**src/rtl/decoder.sv**
```systemverilog
// decoder: LightIO optical link receiver, recovers one word per frame with irq/error flags
module decoder #(
  parameter int FRAME_SIZE = 16,
  parameter int BIT_CYCLES = 8
) (
  input  logic                  clock,
  input  logic                  reset,
  input  logic                  sensor,
  input  logic                  ack,
  output logic [FRAME_SIZE-1:0] data,
  output logic                  irq,
  output logic                  frame_error,
  output logic                  overrun,
  output logic                  busy
);
  localparam int CW = $clog2(BIT_CYCLES);
  localparam int IW = $clog2(FRAME_SIZE + 1);
  localparam logic [CW-1:0] HALF = CW'(BIT_CYCLES / 2 - 1);
  localparam logic [CW-1:0] LAST = CW'(BIT_CYCLES - 1);
  localparam logic [IW-1:0] LAST_BIT = IW'(FRAME_SIZE - 1);

  typedef enum logic [1:0] {IDLE, START, DATA, STOP} state_t;

  state_t                state;
  logic [1:0]            sync;
  logic                  s, s_prev;
  logic [CW-1:0]         cnt;
  logic [IW-1:0]         idx;
  logic [FRAME_SIZE-1:0] shift;
  logic                  good, bad;

  assign s = sync[1];

  // two-flop synchronizer plus one-cycle history for rising-edge detection
  always_ff @(posedge clock or posedge reset)
    if (reset) begin
      sync   <= '0;
      s_prev <= 1'b0;
    end else begin
      sync   <= {sync[0], sensor};
      s_prev <= s;
    end

  // frame FSM: samples mid-bit, shifts MSB-first, flags stop-bit outcome for one cycle
  always_ff @(posedge clock or posedge reset)
    if (reset) begin
      state <= IDLE;
      busy  <= 1'b0;
      cnt   <= '0;
      idx   <= '0;
      shift <= '0;
      good  <= 1'b0;
      bad   <= 1'b0;
    end else begin
      good <= 1'b0;
      bad  <= 1'b0;
      case (state)
        IDLE:
          if (s && !s_prev) begin
            state <= START;
            busy  <= 1'b1;
            cnt   <= '0;
          end
        START:
          if (cnt == HALF) begin
            cnt   <= '0;
            idx   <= '0;
            state <= s ? DATA : IDLE;
            busy  <= s;
          end else cnt <= cnt + 1'b1;
        DATA:
          if (cnt == LAST) begin
            cnt   <= '0;
            shift <= {shift[FRAME_SIZE-2:0], s};
            idx   <= idx + 1'b1;
            if (idx == LAST_BIT) state <= STOP;
          end else cnt <= cnt + 1'b1;
        STOP:
          if (cnt == LAST) begin
            cnt   <= '0;
            state <= IDLE;
            busy  <= 1'b0;
            good  <= !s;
            bad   <= s;
          end else cnt <= cnt + 1'b1;
      endcase
    end

  // host-facing outputs update the edge after the stop sample; ack wins over setting overrun
  always_ff @(posedge clock or posedge reset)
    if (reset) begin
      data        <= '0;
      irq         <= 1'b0;
      frame_error <= 1'b0;
      overrun     <= 1'b0;
    end else begin
      frame_error <= bad;
      data        <= good ? shift : data;
      irq         <= good | (irq & ~ack);
      overrun     <= ~ack & (overrun | (good & irq));
    end
endmodule

```
**config.mk**
```make
export PLATFORM = sky130hd
export DESIGN_NAME = decoder
export DESIGN_NICKNAME = d
export VERILOG_FILES = /design/src/rtl/decoder.sv
export SDC_FILE = /design/constraint.sdc
export NUM_CORES = 1
export LEC_CHECK = 0
export CORE_ASPECT_RATIO = 0.75
export CORE_MARGIN = 2
export CORE_UTILIZATION = 37
export CTS_CLUSTER_DIAMETER = 200
export DETAILED_ROUTE_END_ITERATION = 8
export PLACE_DENSITY = 0.53
export RECOVER_POWER = 50
export SLEW_MARGIN = 10
export SYNTH_ARGS = -nofsm -noshare
export SYNTH_HDL_FRONTEND = slang
export SYNTH_SLANG_ARGS = --single-unit
```
**constraint.sdc**
```tcl
create_clock -name clock -period 2.85 [get_ports clock]
set_input_delay 0.4275 -clock clock [delete_from_list [all_inputs] [get_ports clock]]
set_output_delay 0.4275 -clock clock [all_outputs]
set_load 0.01 [all_outputs]
```
After elaboration in Yosys (flattened, before gate mapping):

Cells that the tools add are included.

* bits in registers: 51
* word-level logic and storage cells: 65

* $add $sub $neg: 2
* equality and inequality tests: 11
* mux-type cells: 22
* bitwise operators: 6
* reductions and logical operators: 11

Operator list (number)
* $mux W2: 6
* $mux W5: 2
* $ne A2 B2 Y1 const B: 5
* $pmux W5 S2: 1
* $mux W3: 3
* $pmux W3 S3: 1
* $pmux W2 S4: 1
* $mux W1: 7
* $add A5 B1 Y5 const B: 1
* $eq A5 B4 Y1 const B: 1
* $reduce_and A5 Y1: 1
* $eq A2 B2 Y1 const B: 2
* $reduce_and A4 Y1: 1
* $add A3 B1 Y3 const B: 1
* $and A1 B1 Y1: 3
* $eq A3 B2 Y1 const B: 1
* $eq A3 B3 Y1 const B: 1
* $pmux W1 S3: 1
* $reduce_and A3 Y1: 1
* $reduce_bool A3 Y1: 1
* $eq A2 B1 Y1 const B: 1
* $logic_not A1 Y1: 2
* $logic_not A2 Y1: 1
* $or A1 B1 Y1: 2
* 5 further kinds: 5

Longest topological paths before layout:

* depth after elaboration: 4
* depth in mapped cells: 6
* depth with buffers taken out: 5

Worst setup path before layout:

No wires, ideal clock.

* path kind: flip-flop to flip-flop
* start point: reg cnt[0]
* end point: reg shift[10]
* setup time: 125 ps
* data arrival time: 1453 ps
* path slack: 1272 ps
* cell stages (with the launch flop): 6
* path buffers: 1
* clock period less this slack: 1578 ps
* cells stage by stage: dfrtp_1 > ha_1 > ha_1 > nand3b_4 > buf_6 > mux2_4

* cells in the longest elaborated chain, start to end: 2

RTL lines
* start: declaration: line 27 `logic [CW-1:0] cnt;`
* start signal: assignment: line 70 `end else cnt <= cnt + 1'b1;`
* start signal: assignment: line 77 `end else cnt <= cnt + 1'b1;`
* start signal: assignment: line 85 `end else cnt <= cnt + 1'b1;`
* $eq A3 B3 Y1: line 72 `if (cnt == LAST) begin`
* $reduce_and A2 Y1 (no line)
* end signal: assignment: line 74 `shift <= {shift[FRAME_SIZE-2:0], s};`
* end: declaration: line 29 `logic [FRAME_SIZE-1:0] shift;`

No other way between the ends.
A chain may end at the register's enable or synchronous reset.

==> results by group <==
STA
  – Worst hold slack: 0.3565 ns
  – Normalized max-slew margin: 19.63%
  – Final worst slack: 0.8866 ns
  – Final Critical Period: approximately 2 ns
  – # setup viols final: 0
  – Tcrit/Tclk final: a little under 70%
  – Final setup TNS: 0 ns
  – Final Slew Violations: 0
  – Fmax: 509.3 MHz
  – RSZ-0062 raised after global routing: no
  – Clock skew: 0.01298 ns
  – Worst slew pin tran: 1.204 ns
  – Final Hold Viols: 0

Synthesis
  – Post-synth EDFFs: 0
  – Netlist cell types: 32
  – Cells after Synth: approximately 150
  – Yosys warning total: 0
  – Ys flop type: dfrtp_1
  – Syn nets: between 150 and 200
  – Syn Std Cell Area: roughly 2100 µm²
  – Avg Inst Size Synth: 14.06 µm²
  – Synthesis-stage register bit count: between 50 and 60
  – Post-synthesis sequential area ratio: about three fifths
  – Fraction of registers with async set/reset: 100.0%

CTS
  – Skew-Pair Late Insertion Delay: 0.31 ns
  – Resized cells post-CTS: 0
  – Num CTS Buffers: 5
  – Setup Buffers After CTS: 0
  – Hold Buf Count CTS: 0
  – H-tree depth: 2
  – Root Driver: clkbuf_8
  – CTS tree: built
  – TritonCTS sink count: 51
  – Clk slew on worst S/H paths: about 0.09 ns
  – Clk buf depth: 2

Floorplan
  – Die area: 6406 µm²
  – Core ar.: between 5000 and 6000 µm²
  – Placement Rows: 23
  – Ports: 24
  – Die Span Y: ~70 µm
  – Chip width: ~90 µm
  – Starting Density: about 40%

Run status
  – Status: completed

Power and ir drop
  – Leak pwr: ~1.2 nW
  – Worst IR Drop VDD: between 0.2 and 0.3 mV
  – Pwr dens: 645.9 nW/µm²

Place
  – Cells after DPL: 245
  – Port bufs: 23
  – Placed Area: 2429 µm²
  – Post-DP HPWL: ~2400 µm
  – Gpl congestion: a little under 0.8
  – Pre-CTS WS: about 1.1 ns

Layout
  – Multi-input logic area: about 780 µm²
  – Storage cell area: ~1300 µm²
  – Layout cells sized above 1: 23.03%
  – Layout Nets: 187
  – Antenna Cells: 0
  – Finished Cell Area: 2510 µm²
  – FILL cells: approximately 490
  – Fin cells: approximately 250
  – P&R area growth vs syn: 17.45%

Routing
  – DR WL/cell: around 14 µm
  – Final ANT Viol Nets: 0
  – Final wirelength: 3523 µm
  – DR vias: 1220
  – Drt drc: 0
  – Drt pass-1 iters: 4
  – Starting DRT DRC Count: 136
  – Avg Vias per Cell: 4.822

Critical path
  – Worst Path Arrival: ~2.4 ns
  – Startpoint class of the critical path: input pin
  – CP Class: input pin to asynchronous set/reset pin
  – Worst Path Required: 3.25 ns
  – Worst Setup End Kind: asynchronous set/reset pin
  – Crit path max fanout: 32

GRT
  – Vias in the first global route: about 1200
  – First-pass GRT wire length: 6065 µm
  – Pin count of the biggest net entering global routing: 33
  – Overall routing resource usage: 11.98%
  – Congestion Overflow GR: 0
  – Initial antenna violation count: 0

Worst hold path
  – Hold Path Class: flip-flop to flip-flop

Job
  – Max-cap violations: 0
## power by group
group | switching [mW] | total (mW) | internal [mW]
Clock | 0.239 | 0.410 | 0.171
Combinational | 0.150 | 0.309 | 0.159
Sequential | 0.109 | 0.902 | 0.793
Total | 0.498 | 1.62 | 1.12
## cells in the mapped netlist (2+ instances only)
cell type  count  area, µm²
dfrtp_1       51       1276
mux2_2        19      214.0
mux2_4        13      195.2
inv_1          9      33.78
a21oi_1        6      30.03
ha_1           6      75.07
nor2_1         6      22.52
buf_2          5      25.02
nand3_1        4      20.02
nand2_1        3      11.26
o21ai_0        3      15.01
o22ai_1        3      18.77
a31oi_1        2      12.51
buf_6          2      22.52
nand2b_1       2      12.51
nor2b_1        2      12.51
## per-layer routing
metal  vias to the layer above  part of all wire, %  track usage [%]
met5                         -                    0                0
met4                         0                  1.2            3.980
met3                         5                  3.8            3.696
met2                        20                   44            16.91
met1                       609                   51            17.47
li1                        586                    -                -
## cells in the final DEF (no fill, tap or decap), drive strengths merged, types with 2 or more instances in the layout
cell / n
clkdlybuf4s50: 21
a31oi: 2
clkinvlp: 2
nand2: 3
o21ai: 3
mux2: 32
inv: 9
a21oi: 6
o22ai: 3
nor2b: 2
nor2: 6
dfrtp: 51
nand3: 4
dlygate4sd3: 2
clkbuf: 7
nand2b: 2
ha: 6
## worst paths after layout
| path | to | cells after the start | slack (ns) | startpoint |
|---|---|---|---|---|
| setup / recovery | shift[11] | 3 | 0.89 | reset |
| hold / removal | sync[1] | 0 | 0.36 | sync[0] |
| hold reg to reg | sync[1] | 0 | 0.36 | sync[0] |
| setup reg to reg | shift[2] | 4 | 1.05 | cnt[0] |
| max in group clock | shift[2] | 4 | 1.05 | cnt[0] |
| min in group asynchronous | data[7] | 2 | 0.87 | reset |
## logic make-up (layout without fill, tap and decap cells)
group	count (synthesis)	count (layout)	synth area share, %
flip-flops	51	51	59.72
buffers and inverters	16	42	3.805
XOR/XNOR	1	1	0.4099
AO/OA/AOI/OAI	24	24	7.378
AND/OR/NAND/NOR	22	22	6.031
multiplexers	32	32	19.15
adder cells (fa/ha/maj)	6	6	3.513
## sequential cells by signal (all words and copies together) (netlist names), named ones only
| name | flops |
|---|---|
| overrun | 1 |
| good | 1 |
| data | 16 |
| s_prev | 1 |
| busy | 1 |
| frame_error | 1 |
| bad | 1 |
| idx | 5 |
| shift | 16 |
| irq | 1 |
| cnt | 3 |
| state | 1 |
| sync | 2 |
## stage by stage
step	total power, mW	util (%)
floorplan	1.149	-
global placement	1.217	44.42
detailed placement	1.228	44.42
CTS	1.640	46.04
global route	1.730	45.90
finish	1.621	45.90
## final cells by class
class | count | share of cell area, %
flip-flops and latches | 51 | 50.85
multi-input cells | 85 | 31.06
repair buffers | 25 | 9.472
well taps | 75 | 3.739
clock buffers | 5 | 2.742
inverters | 9 | 1.346
clock inverters | 3 | 0.7976
## critical path: stages
cell and delay, ns:
dlygate4sd3_1 0.53, inv_1 0.87, clkbuf_1 0.53
Power figures use the tool's default switching activity.
